## src/rtl/radix2_divider.sv

```systemverilog
// Sequential restoring divider: 2*WIDTH-bit dividend / WIDTH-bit divisor,
// producing one quotient bit per clock with registered results and status flags.
module radix2_divider #(
  parameter int WIDTH = 16
) (
  input  logic                 clk,
  input  logic                 rst_n,
  input  logic                 start,
  input  logic [2*WIDTH-1:0]   dividend,
  input  logic [WIDTH-1:0]     divisor,
  output logic                 busy,
  output logic                 done,
  output logic [2*WIDTH-1:0]   quotient,
  output logic [WIDTH-1:0]     remainder,
  output logic                 div_by_zero,
  output logic                 q_ovf
);

  localparam int DW = 2 * WIDTH;
  localparam int CW = $clog2(DW);
  localparam logic [CW-1:0] LAST_STEP = CW'(DW - 1);

  typedef enum logic {IDLE, RUN} state_t;

  state_t            state_q, state_d;
  logic [CW-1:0]     count_q, count_d;
  logic [WIDTH-1:0]  rem_q, rem_d;
  logic [DW-1:0]     shift_q, shift_d;
  logic [DW-1:0]     acc_q, acc_d;
  logic [WIDTH-1:0]  dvs_q, dvs_d;
  logic              zpend_q, zpend_d;
  logic [WIDTH-1:0]  zlow_q, zlow_d;
  logic              busy_q, busy_d;
  logic              done_q, done_d;
  logic [DW-1:0]     quot_q, quot_d;
  logic [WIDTH-1:0]  rmdr_q, rmdr_d;
  logic              dbz_q, dbz_d;
  logic              ovf_q, ovf_d;

  logic [WIDTH:0]    trial;
  logic              fits;
  logic [WIDTH-1:0]  step_rem;
  logic [DW-1:0]     step_acc;

  // One restoring step: shift in the next dividend bit, subtract when it fits.
  always_comb begin
    trial    = {rem_q, shift_q[DW-1]};
    fits     = (trial >= {1'b0, dvs_q});
    step_rem = fits ? WIDTH'(trial - {1'b0, dvs_q}) : trial[WIDTH-1:0];
    step_acc = {acc_q[DW-2:0], fits};
  end

  always_comb begin
    state_d = state_q;
    count_d = count_q;
    rem_d   = rem_q;
    shift_d = shift_q;
    acc_d   = acc_q;
    dvs_d   = dvs_q;
    zpend_d = zpend_q;
    zlow_d  = zlow_q;
    busy_d  = busy_q;
    done_d  = 1'b0;
    quot_d  = quot_q;
    rmdr_d  = rmdr_q;
    dbz_d   = dbz_q;
    ovf_d   = ovf_q;

    case (state_q)
      IDLE: begin
        // A zero-divisor request completes one edge after it was accepted.
        if (zpend_q) begin
          quot_d  = '1;
          rmdr_d  = zlow_q;
          dbz_d   = 1'b1;
          ovf_d   = 1'b1;
          done_d  = 1'b1;
          zpend_d = 1'b0;
        end
        if (start) begin
          if (divisor != '0) begin
            shift_d = dividend;
            dvs_d   = divisor;
            rem_d   = '0;
            acc_d   = '0;
            count_d = '0;
            busy_d  = 1'b1;
            state_d = RUN;
          end else begin
            zpend_d = 1'b1;
            zlow_d  = dividend[WIDTH-1:0];
          end
        end
      end
      RUN: begin
        rem_d   = step_rem;
        shift_d = {shift_q[DW-2:0], 1'b0};
        acc_d   = step_acc;
        count_d = count_q + 1'b1;
        if (count_q == LAST_STEP) begin
          quot_d  = step_acc;
          rmdr_d  = step_rem;
          dbz_d   = 1'b0;
          ovf_d   = |step_acc[DW-1:WIDTH];
          done_d  = 1'b1;
          busy_d  = 1'b0;
          count_d = '0;
          state_d = IDLE;
        end
      end
      default: state_d = IDLE;
    endcase
  end

  always_ff @(posedge clk) begin
    if (!rst_n) begin
      state_q <= IDLE;
      count_q <= '0;
      rem_q   <= '0;
      shift_q <= '0;
      acc_q   <= '0;
      dvs_q   <= '0;
      zpend_q <= 1'b0;
      zlow_q  <= '0;
      busy_q  <= 1'b0;
      done_q  <= 1'b0;
      quot_q  <= '0;
      rmdr_q  <= '0;
      dbz_q   <= 1'b0;
      ovf_q   <= 1'b0;
    end else begin
      state_q <= state_d;
      count_q <= count_d;
      rem_q   <= rem_d;
      shift_q <= shift_d;
      acc_q   <= acc_d;
      dvs_q   <= dvs_d;
      zpend_q <= zpend_d;
      zlow_q  <= zlow_d;
      busy_q  <= busy_d;
      done_q  <= done_d;
      quot_q  <= quot_d;
      rmdr_q  <= rmdr_d;
      dbz_q   <= dbz_d;
      ovf_q   <= ovf_d;
    end
  end

  assign busy        = busy_q;
  assign done        = done_q;
  assign quotient    = quot_q;
  assign remainder   = rmdr_q;
  assign div_by_zero = dbz_q;
  assign q_ovf       = ovf_q;

endmodule

```

## config.mk

```make
export PLATFORM = sky130hd
export DESIGN_NAME = radix2_divider
export DESIGN_NICKNAME = d
export VERILOG_FILES = /design/src/rtl/radix2_divider.sv
export SDC_FILE = /design/constraint.sdc
export NUM_CORES = 1
export LEC_CHECK = 0
export CAP_MARGIN = 20
export CORE_MARGIN = 2
export CORE_UTILIZATION = 30
export CTS_BUF_LIST = sky130_fd_sc_hd__clkbuf_4
export DETAILED_ROUTE_END_ITERATION = 8
export HOLD_SLACK_MARGIN = 0.1
export PLACE_DENSITY_LB_ADDON = 0.2
export SLEW_MARGIN = 20
export SYNTH_ARGS = -nofsm -noshare
export SYNTH_HDL_FRONTEND = slang
export SYNTH_SLANG_ARGS = --single-unit
```

## constraint.sdc

```tcl
create_clock -name clk -period 3.1 [get_ports clk]
set_input_delay 0.62 -clock clk [delete_from_list [all_inputs] [get_ports clk]]
set_output_delay 0.62 -clock clk [all_outputs]
set_load 0.005 [all_outputs]
```

==> results.md <==
- The flow ran to the end, and the final reports show no timing, DRC or antenna violations.
- Setup repair after global routing left no endpoint under its margin.
- The horizontal extent of the die is 168 um.
- The final wirelength is 20800 um.
- The number of buffer and inverter instances along the worst setup path is 1.
- The nature of the critical path startpoint is a flip-flop.
- The maximum number of pins on one net before global-route repair is 65.
- The count of flip-flops with a built-in enable after synthesis is 0.
- The portion of total power attributed to sequential cells is 38.2%.
- The top flip-flop cell by instance count after synthesis is sky130_fd_sc_hd__dfxtp_1.
- The aggregate negative setup slack is 0 ns.
- The H-tree generated during clock tree synthesis spans 4 levels.
- The number of endpoints with negative hold slack in the final report is 0.
- The gate family responsible for the most delay along the worst path is compound AO/OA/AOI/OAI gates.
- The first global-routing pass estimated 33200 um of wire.
- The count of distinct cell types in the synthesized netlist is 61.
- The DRC violation count after routing is 0.
- The initial utilization of the core area, before any placement, comes to 30.3%.
- The internal cell power is 0.00395 W.
- The tool flagged a number of max-cap violations equal to 0.
- The sequential share of the synthesized area is 42.0%.
- The minimum clock period is 2.70 ns.
- The total net switching power is 0.00245 W.
- Counting flops and latches in the post-synthesis netlist gives 170.
- The floorplan die height is 168 um.
- Combinational cells account for 40.8% of the total power.
- Cells with a size suffix above 1 make up 8.57% of the layout.
- Summed over all layers, the global routing overflow is 0.
- The cell with the biggest individual delay on the critical path is sky130_fd_sc_hd__ha_1.
- Buffers added to address setup during post-CTS repair amount to 0.
- The maximum clock skew at final layout is 0.0274 ns.
- Of all nets on the critical path, the largest fanout is 15.
- Clock-pin slew was measured on the worst setup and hold paths at 0.14 ns.
- Routability-driven placement finished with a final weighted congestion of 0.833.
- Across the VDD grid, the largest voltage drop is 0.389 mV.
- Setup violations remaining at the end of the flow were counted as 0.
- Dividing the detail-routed wire length by the instance count gives 15.8 um.
- The kind of path behind the tightest hold check is in2reg.
- The average cell area after synthesis is 9.35 um2.
- The region available for standard cell placement spans 26700 um2.
- The area of the mapped netlist is 8100 um2.
- Global routing used 14.7% of the available tracks.
- The ratio of total power to cell area is 645 nW/um2.
- The post-synthesis instance total is 866.
- Dividing the detail-routed via count by the number of cells gives 4.89.
- The critical path class is reg2reg.
- The initial antenna violation count is 1.
- The clock buffer count from CTS is 17.
- The share of total power in the clock network is 20.9%.
- The via count of the first global-routing pass is 6166.
- Traced cell by cell, the critical path runs through ha_1 > a21oi_2 > o21ai_0 > a22oi_1 > nand3_4 > buf_4 > o32a_1 > o31ai_1.
- The estimated wirelength of the detail-placed design is 14600 um.
- The worst setup path is captured at a flip-flop.
- The tightest hold path in the finished design has a slack of 0.477 ns.
- During synthesis, Yosys emitted a total of 0 warnings.
- The full die area is 28300 um2.
- The number of port buffers is 102.
- Synthesis produced a netlist with a net count of 936.
- From synthesis to final layout, the design area changed by 22.4%.
- The filler cell count in the final layout is 2749.
- In the synthesized netlist the async set-or-reset flop fraction comes to 0%.
- Once detail routing completed, the nets flagged for antenna violations numbered 0.
- The final layout net count is 1025.
- Summed over all cells, the static leakage comes to 4.12 nW.
- The total number of vias is 6403.
- The worst slew slack as a fraction of its limit is 44.9%.
- The clock latency at the later pin of the worst-skew pair is 0.56 ns.
- The detailed router finished its first iteration with 343 violations.
- The number of clock sinks is 170.
- The required time reported for the critical path endpoint is 3.57 ns.
- The net switching fraction of the power is 38.2%.
- After layout, the worst path uses 87.1% of the clock period.
- Derived from the worst setup path, the maximum achievable clock frequency is 0.371 GHz.
- The clock passes through at most 2 buffers.
- The total count of max-transition violations in the final report is 0.
- The data arrival at the endpoint of the critical path is 3.17 ns.
- The tree is rooted in a sky130_fd_sc_hd__clkbuf_4.
- The critical path's largest stage delay is 0.43 ns.
- The number of primary I/O pins is 103.
- The CTS tree is done.
- For the pin with the worst max-slew slack, the measured transition is 0.824 ns.
- Row generation in the floorplan step produced 60 rows.
- The first detailed-routing pass ran for 4 iterations.
- After clock tree synthesis, the flow added hold-fix buffers numbering 0.
- The post-cts sizing count is 0.
[synthesized netlist by cell type (all sizes together), types with 23 or more instances]
library cell | count | area [um2]
nand2 | 98 | 368
mux2i | 135 | 1350
nor2b | 35 | 219
and2 | 25 | 156
inv | 23 | 86.3
o211a | 31 | 310
dfxtp | 170 | 3400
clkbuf | 47 | 179
o21ai | 58 | 290
nor2 | 35 | 131
a21oi | 31 | 166
[stage by stage]
step	util, %	power (W)	cell area [um2]	std cells	worst slack (ns)
after floorplan	-	0.00438	8100	866	0.773
after detailed placement	36.0	0.00512	9620	1277	0.343
after CTS	37.1	0.00649	9910	1309	0.406
after global routing	37.1	0.00682	9910	1310	0.240
after global placement	36.0	0.00511	9620	1277	0.326
final	37.1	0.00639	9910	1310	0.401
[layer usage]
metal / routed length [um] / vias up / GRT usage [%]
met5: 0 / - / 0
met4: 240 / 0 / 4.12
met3: 630 / 15 / 2.63
met2: 9530 / 109 / 23.8
met1: 10400 / 3001 / 20.1
li1: - / 3278 / -
[worst register-to-register path: stages (launching register included)]
cell,delay (ns)
sky130_fd_sc_hd__dfxtp_1,0.38
sky130_fd_sc_hd__ha_1,0.43
sky130_fd_sc_hd__a21oi_2,0.22
sky130_fd_sc_hd__o21ai_0,0.20
sky130_fd_sc_hd__a22oi_1,0.41
sky130_fd_sc_hd__nand3_4,0.31
sky130_fd_sc_hd__buf_4,0.28
sky130_fd_sc_hd__o32a_1,0.34
sky130_fd_sc_hd__o31ai_1,0.06
[power by group through the flow]
stage	registers [W]	logic (W)	clock network [W]
2_1_floorplan	0.00245	0.00193	0
3_3_place_gp	0.00249	0.00262	0
3_5_place_dp	0.00249	0.00262	0
4_1_cts	0.00245	0.00264	0.00141
5_1_grt	0.00246	0.00287	0.00149
6_report	0.00244	0.00261	0.00134
[cell usage in the layout (no fill, tap or decap), types with 4 or more instances in the layout]
cell,netlist,layout
sky130_fd_sc_hd__dfxtp_1,170,169
sky130_fd_sc_hd__mux2i_1,135,135
sky130_fd_sc_hd__clkdlybuf4s50_1,0,101
sky130_fd_sc_hd__nand2_1,98,97
sky130_fd_sc_hd__o21ai_0,57,57
sky130_fd_sc_hd__nor2b_1,35,35
sky130_fd_sc_hd__nor2_1,35,35
sky130_fd_sc_hd__o211a_1,31,31
sky130_fd_sc_hd__a21oi_1,28,28
sky130_fd_sc_hd__buf_4,0,27
sky130_fd_sc_hd__and2_1,25,25
sky130_fd_sc_hd__inv_1,23,22
sky130_fd_sc_hd__ha_1,18,18
sky130_fd_sc_hd__clkbuf_4,0,17
sky130_fd_sc_hd__a21boi_0,16,16
sky130_fd_sc_hd__and3_1,9,9
sky130_fd_sc_hd__o211ai_1,8,8
sky130_fd_sc_hd__nand3_1,7,7
sky130_fd_sc_hd__nor4_1,7,7
sky130_fd_sc_hd__o22ai_1,7,7
sky130_fd_sc_hd__buf_12,0,7
sky130_fd_sc_hd__xnor2_1,6,6
sky130_fd_sc_hd__o32ai_1,6,6
sky130_fd_sc_hd__a31oi_1,5,5
sky130_fd_sc_hd__nand2b_1,4,4
sky130_fd_sc_hd__a21o_1,4,4
sky130_fd_sc_hd__nor3_1,4,4
sky130_fd_sc_hd__o31ai_1,4,4
sky130_fd_sc_hd__o22a_1,4,4
[cell type report]
type                       instances  area, um2  share of cell area [%]
antenna                            1       2.50                  0.0252
clock buffer                      17        128                    1.29
multi-input combinational        608       4350                    43.9
inverter                          23       86.3                   0.871
timing repair buffer             135       1350                    13.7
sequential                       170       3400                    34.4
tap                              341        427                    4.31
clock inverter                    15        163                    1.64
[logic make-up (layout without fill, tap and decap cells)]
| group | after synthesis | in the layout | synth area share (%) |
|---|---|---|---|
| XOR/XNOR | 9 | 9 | 0.973 |
| buffers and inverters | 88 | 190 | 4.40 |
| adder cells (fa/ha/maj) | 19 | 19 | 3.03 |
| AND/OR/NAND/NOR | 239 | 239 | 14.5 |
| other | 0 | 1 | 0 |
| flip-flops | 170 | 170 | 42.0 |
| AO/OA/AOI/OAI | 203 | 203 | 18.0 |
| multiplexers | 138 | 138 | 17.1 |
[state kept, by name, summed over array words and instances (netlist names)]
| signal | cells |
|---|---|
| acc_q | 31 |
| busy | 1 |
| count_q | 5 |
| div_by_zero | 1 |
| done | 1 |
| dvs_q | 16 |
| q_ovf | 1 |
| quotient | 32 |
| rem_q | 16 |
| remainder | 16 |
| shift_q | 32 |
| state_q | 1 |
| zlow_q | 16 |
| zpend_q | 1 |
[path summary, 6_finish.rpt]
path,from,end,slack (ns),depth (start not counted)
worst max register to register,rem_q[11]$_SDFFE_PN0P_,remainder[15]$_SDFFE_PN0P_,0.40,8
worst min register to register,shift_q[12]$_SDFFE_PN0P_,shift_q[13]$_SDFFE_PN0P_,0.49,1
worst min-delay path,rst_n,quotient[11]$_SDFFE_PN0P_,0.48,2
worst max-delay path,rem_q[11]$_SDFFE_PN0P_,remainder[15]$_SDFFE_PN0P_,0.40,8
No activity file was read; power rests on OpenSTA's default activity.
